**src/rtl/mem_wb_pipe.sv**
```systemverilog
`timescale 1ns/1ps
`default_nettype none
// ============================================================================
// Module      : mem_wb_pipe
// Description : MEM->WB pipeline register with valid/ready handshake, 2-entry
//               skid buffer, flush, intra-bundle write-conflict resolution and
//               a retired-bundle counter.
// Revision    : 1.0 - initial release
// ============================================================================
module mem_wb_pipe #(
    parameter int DATA_W = 32,
    parameter int ADDR_W = 5,
    parameter int LANES  = 2,
    parameter int CNT_W  = 16
) (
    input  logic                      clk,
    input  logic                      rst,
    input  logic                      flush,
    input  logic                      in_valid,
    output logic                      in_ready,
    input  logic [LANES*ADDR_W-1:0]   mem_wd,
    input  logic [LANES-1:0]          mem_wreg,
    input  logic [LANES*DATA_W-1:0]   mem_wdata,
    input  logic                      mem_whilo,
    input  logic [DATA_W-1:0]         mem_hi,
    input  logic [DATA_W-1:0]         mem_lo,
    output logic                      out_valid,
    input  logic                      out_ready,
    output logic [LANES*ADDR_W-1:0]   wb_wd,
    output logic [LANES-1:0]          wb_wreg,
    output logic [LANES*DATA_W-1:0]   wb_wdata,
    output logic                      wb_whilo,
    output logic [DATA_W-1:0]         wb_hi,
    output logic [DATA_W-1:0]         wb_lo,
    output logic [CNT_W-1:0]          retire_cnt
);

    logic                    r_main_valid;
    logic [LANES*ADDR_W-1:0] r_main_wd;
    logic [LANES-1:0]        r_main_wreg;
    logic [LANES*DATA_W-1:0] r_main_wdata;
    logic                    r_main_whilo;
    logic [DATA_W-1:0]       r_main_hi;
    logic [DATA_W-1:0]       r_main_lo;

    logic                    r_skid_valid;
    logic [LANES*ADDR_W-1:0] r_skid_wd;
    logic [LANES-1:0]        r_skid_wreg;
    logic [LANES*DATA_W-1:0] r_skid_wdata;
    logic                    r_skid_whilo;
    logic [DATA_W-1:0]       r_skid_hi;
    logic [DATA_W-1:0]       r_skid_lo;

    logic [CNT_W-1:0]        r_cnt;

    logic                    w_accept;
    logic                    w_consume;
    logic [LANES-1:0]        w_res_wreg;

    assign in_ready  = !r_skid_valid && !rst;
    assign w_accept  = in_valid && in_ready;
    assign w_consume = r_main_valid && out_ready;

    // A lane loses its write when any higher lane targets the same register.
    generate
        for (genvar i = 0; i < LANES; i++) begin : g_lane
            logic w_hit;
            always_comb begin
                w_hit = 1'b0;
                for (int j = i + 1; j < LANES; j++) begin
                    if (mem_wreg[j] &&
                        (mem_wd[j*ADDR_W +: ADDR_W] == mem_wd[i*ADDR_W +: ADDR_W])) begin
                        w_hit = 1'b1;
                    end
                end
            end
            assign w_res_wreg[i] = mem_wreg[i] && !w_hit;
        end
    endgenerate

    always_ff @(posedge clk) begin
        if (rst) begin
            r_main_valid <= 1'b0;
            r_main_wd    <= '0;
            r_main_wreg  <= '0;
            r_main_wdata <= '0;
            r_main_whilo <= 1'b0;
            r_main_hi    <= '0;
            r_main_lo    <= '0;
            r_skid_valid <= 1'b0;
            r_skid_wd    <= '0;
            r_skid_wreg  <= '0;
            r_skid_wdata <= '0;
            r_skid_whilo <= 1'b0;
            r_skid_hi    <= '0;
            r_skid_lo    <= '0;
            r_cnt        <= '0;
        end else begin
            // A consume coinciding with flush still reached writeback.
            if (w_consume) begin
                r_cnt <= r_cnt + CNT_W'(1);
            end

            if (flush) begin
                r_main_valid <= 1'b0;
                r_skid_valid <= 1'b0;
            end else if (w_consume && r_skid_valid) begin
                r_main_valid <= 1'b1;
                r_main_wd    <= r_skid_wd;
                r_main_wreg  <= r_skid_wreg;
                r_main_wdata <= r_skid_wdata;
                r_main_whilo <= r_skid_whilo;
                r_main_hi    <= r_skid_hi;
                r_main_lo    <= r_skid_lo;
                r_skid_valid <= 1'b0;
            end else if (w_accept && (!r_main_valid || w_consume)) begin
                r_main_valid <= 1'b1;
                r_main_wd    <= mem_wd;
                r_main_wreg  <= w_res_wreg;
                r_main_wdata <= mem_wdata;
                r_main_whilo <= mem_whilo;
                r_main_hi    <= mem_hi;
                r_main_lo    <= mem_lo;
            end else if (w_accept) begin
                r_skid_valid <= 1'b1;
                r_skid_wd    <= mem_wd;
                r_skid_wreg  <= w_res_wreg;
                r_skid_wdata <= mem_wdata;
                r_skid_whilo <= mem_whilo;
                r_skid_hi    <= mem_hi;
                r_skid_lo    <= mem_lo;
            end else if (w_consume) begin
                r_main_valid <= 1'b0;
            end
        end
    end

    assign out_valid  = r_main_valid;
    assign wb_wd      = r_main_wd;
    assign wb_wreg    = r_main_wreg & {LANES{r_main_valid}};
    assign wb_wdata   = r_main_wdata;
    assign wb_whilo   = r_main_whilo && r_main_valid;
    assign wb_hi      = r_main_hi;
    assign wb_lo      = r_main_lo;
    assign retire_cnt = r_cnt;

endmodule
`default_nettype wire
```
**config.mk**
```make
export PLATFORM = sky130hd
export DESIGN_NAME = mem_wb_pipe
export DESIGN_NICKNAME = d
export VERILOG_FILES = /design/src/rtl/mem_wb_pipe.sv
export SDC_FILE = /design/constraint.sdc
export NUM_CORES = 1
export LEC_CHECK = 0
export ABC_AREA = 1
export BUFFER_PORTS_ARGS = -buffer_cell sky130_fd_sc_hd__buf_2
export CORE_MARGIN = 2
export CORE_UTILIZATION = 50
export DETAILED_ROUTE_END_ITERATION = 7
export PLACE_DENSITY = 0.75
export SLEW_MARGIN = 10
export SYNTH_ARGS = -nofsm -noshare
export SYNTH_HDL_FRONTEND = slang
export SYNTH_SLANG_ARGS = --single-unit
```
**constraint.sdc**
```tcl
create_clock -name clk -period 2.2 [get_ports clk]
set_clock_uncertainty 0.05 [all_clocks]
set_input_delay 0.33 -clock clk [delete_from_list [all_inputs] [get_ports clk]]
set_output_delay 0.33 -clock clk [all_outputs]
set_load 0.005 [all_outputs]
```
==> metrics.md <==
| Metric | Value |
|---|---|
| Yosys cell types | `24` |
| Max cap viols | `0` |
| H-Tree Level Count | `2` |
| Starting Density | `51.2%` |
| Hpwl dp | `21,200 um` |
| Clock-pin slew of the registers on the worst-case setup and hold paths | `0.06 ns` |
| IO Pins | `305` |
| Max Slew Vio Count | `0` |
| Overall Global Routing Usage | `23.8%` |
| Hold slack | `0.0267 ns` |
| I/O Buffers | `304` |
| Via density | `5.22` |
| Initial drt markers | `1,014` |
| RSZ-0062 raised after global routing | `no` |
| Cells along the critical path | `nor2_2, nand2_2, nor2_2, nand2_8, buf_4, o21ai_0, a21oi_1` |
| Final Hold Viols | `0` |
| Die X | `162 um` |
| CP endpoint kind | `flop` |
| GP Congestion | `0.822` |
| Pin count of the biggest net entering global routing | `116` |
| Synth Instances | `1,710` |
| Setup TNS | `0 ns` |
| Status | `finished, final reports clean` |
| Slowest stage cell, crit path | `dfxtp_1` |
| TritonCTS clock tree | `yes` |
| CP most frequent cell | `nor2_2` |
| Root Driver | `clkbuf_16` |
| Die area | `26,200 sq um` |
| Residual DRC | `0` |
| Final ANT Viol Nets | `0` |
| Worst VDD drop | `560 uV` |
| Crit path kind | `flop to flop` |
| Total CTS buffers | `34` |
| First-pass GRT wire length | `52,300 um` |
| Crit share post-route | `89.0%` |
| Number of global-route vias before repair | `10.6k` |
| Clk_lat worst skew | `0.49 ns` |
| Post-CTS setup buffers | `0` |
| Slew headroom | `46.8%` |
| Final nets | `2,083` |
| Placement row count | `57` |
| F_max | `0.511 GHz` |
| Syn Area/Cell | `7.30 sq um` |
| Crit path largest cell delay | `0.37 ns` |
| Die Span Y | `162 um` |
| HP Class | `input pin to flop` |
| Mapped Area | `12,500 sq um` |
| CTS Hold Bufs | `0` |
| Seq/Total Area, Yosys | `48.1%` |
| Delay-heaviest family, CP | `simple AND/OR/NAND/NOR gates` |
| CTS Sinks | `300` |
| Area grow syn2layout | `21.6%` |
| Setup-failing EPs final | `0` |
| Final Critical Period | `1.96 ns` |
| Clock tree buffer depth | `3` |
| Largest fanout on the critical path | `57` |
| Core region area | `24,400 sq um` |
| Syn_nets | `1,857` |
| Resized cells post-CTS | `0` |
| LEAKAGE | `6.57 nW` |
| Crit path DAT | `2.28 ns` |
| Finished Core Util | `62.2%` |
| First-pass DRT Iterations | `5` |
| Crit path buffers/inverters | `1` |
| Vias after detailed routing | `11.9k` |
| Layout cell share with drive strength beyond 1 | `19.8%` |
| Final WL | `32,700 um` |
| PwrDens | `802 nW/um^2` |
| Number of synthesized register bits | `300` |
| Initial antenna violation count | `8` |
| Worst Max-Slew Pin Slew | `0.798 ns` |
| GRT overflow | `0` |
| CP startpoint kind | `flop` |
| Worst Path Required | `2.53 ns` |
| Synth warn | `0` |
| WL/cell | `14.3 um` |
==> worst register-to-register path: stages, from the launching register on <==
cell     delay (ns)
dfxtp_1        0.37
nor2_2         0.21
nand2_2        0.09
nor2_2         0.23
nand2_8        0.28
buf_4          0.33
o21ai_0        0.21
a21oi_1        0.07
==> synthesized netlist by cell type <==
master	n	share of area (%)
ha_1	1	0.10
nor2_1	166	5.0
nand2_1	178	5.4
a21oi_1	292	12
nand2_4	4	0.36
o21bai_1	1	0.060
inv_2	2	0.060
nand2_2	2	0.10
buf_4	9	0.54
a311oi_1	1	0.070
inv_1	173	5.2
buf_2	26	1.0
clkinv_4	1	0.070
o21ai_1	94	3.8
nor4_1	1	0.050
o21ai_0	337	14
nor2_2	2	0.10
a21o_1	1	0.060
nor3_1	4	0.16
nand4_1	2	0.10
dfxtp_1	300	48
nand3_1	9	0.36
buf_6	16	1.4
clkbuf_1	88	2.6
==> state kept, by name (all words and copies together) (netlist names), 2 cells and up <==
register and cells:
r_skid_wdata 64, wb_wdata 64, r_skid_hi 32, r_skid_lo 32, wb_hi 32, wb_lo 32
retire_cnt 16, r_skid_wd 10, wb_wd 10, r_main_wreg 2, r_skid_wreg 2
==> metal layers <==
layer | global-route usage [%] | vias up | part of all wire (%)
li1 | - | 6086 | -
met1 | 31.2 | 5396 | 43
met2 | 39.0 | 396 | 47
met3 | 5.21 | 59 | 8.0
met4 | 8.17 | 2 | 2.7
met5 | 0 | - | 0.040
==> per-stage QoR <==
stage	cell area [sq um]	cells	setup slack [ns]	power (mW)
6_report	15200	2287	0.242	12.2
3_3_place_gp	14100	2224	0.325	6.76
3_5_place_dp	14100	2224	0.275	6.79
2_1_floorplan	12500	1710	0.775	6.34
4_1_cts	15200	2280	0.271	12.3
5_1_grt	15200	2285	0.0861	12.6
==> placed cells by master, fill, tap and decap left out <==
master | synthesis | layout
o21bai_1 | 1 | 1
clkinv_4 | 1 | 1
a21oi_1 | 292 | 292
inv_1 | 173 | 172
o21ai_1 | 94 | 94
clkbuf_1 | 88 | 9
clkbuf_16 | 0 | 37
buf_2 | 26 | 304
nand4_1 | 2 | 2
o21ai_0 | 337 | 337
nand2_2 | 2 | 1
nor2_1 | 166 | 166
diode_2 | 0 | 7
clkbuf_8 | 0 | 6
nand2_1 | 178 | 178
bufinv_16 | 0 | 1
nand2_8 | 0 | 2
a21o_1 | 1 | 1
clkinv_2 | 0 | 3
nor4_1 | 1 | 1
nand3_1 | 9 | 9
inv_2 | 2 | 1
ha_1 | 1 | 1
inv_4 | 0 | 1
inv_6 | 0 | 1
buf_12 | 0 | 12
nor2_2 | 2 | 2
dfxtp_1 | 300 | 300
nor3_1 | 4 | 4
a311oi_1 | 1 | 1
nand2_4 | 4 | 3
buf_4 | 9 | 13
==> power breakdown <==
| group | leakage, nW | switching (mW) | internal (mW) |
|---|---|---|---|
| registers | 2.43 | 0.0791 | 5.58 |
| logic | 3.60 | 0.594 | 0.421 |
| clock network | 0.536 | 2.12 | 3.36 |
==> logic make-up after synthesis <==
family	Yosys count	share of synthesized area (%)
compound gates	726	29.2
simple gates	368	11.6
fa+ha+maj	1	0.100
buf+inv	315	11.0
flops	300	48.1
==> final timing paths <==
check          startpoint             to  slack, ns  cells after the start
max reg2reg  r_skid_valid  r_skid_lo[15]       0.24                      7
min reg2reg  r_skid_wd[2]   r_skid_wd[2]       0.39                      2
min                 flush      out_valid       0.03                      2
max          r_skid_valid  r_skid_lo[15]       0.24                      7
==> layout make-up <==
cell class	instances	area (sq um)
repair buffers	329	1860
diodes	7	17.5
inverters	176	673
clock buffers	52	1040
flip-flops and latches	300	6010
fillers	2220	9220
multi-input cells	1095	5120
well taps	324	405
clock inverters	4	45.0
Note: power is estimated with default switching activity, not from simulation.
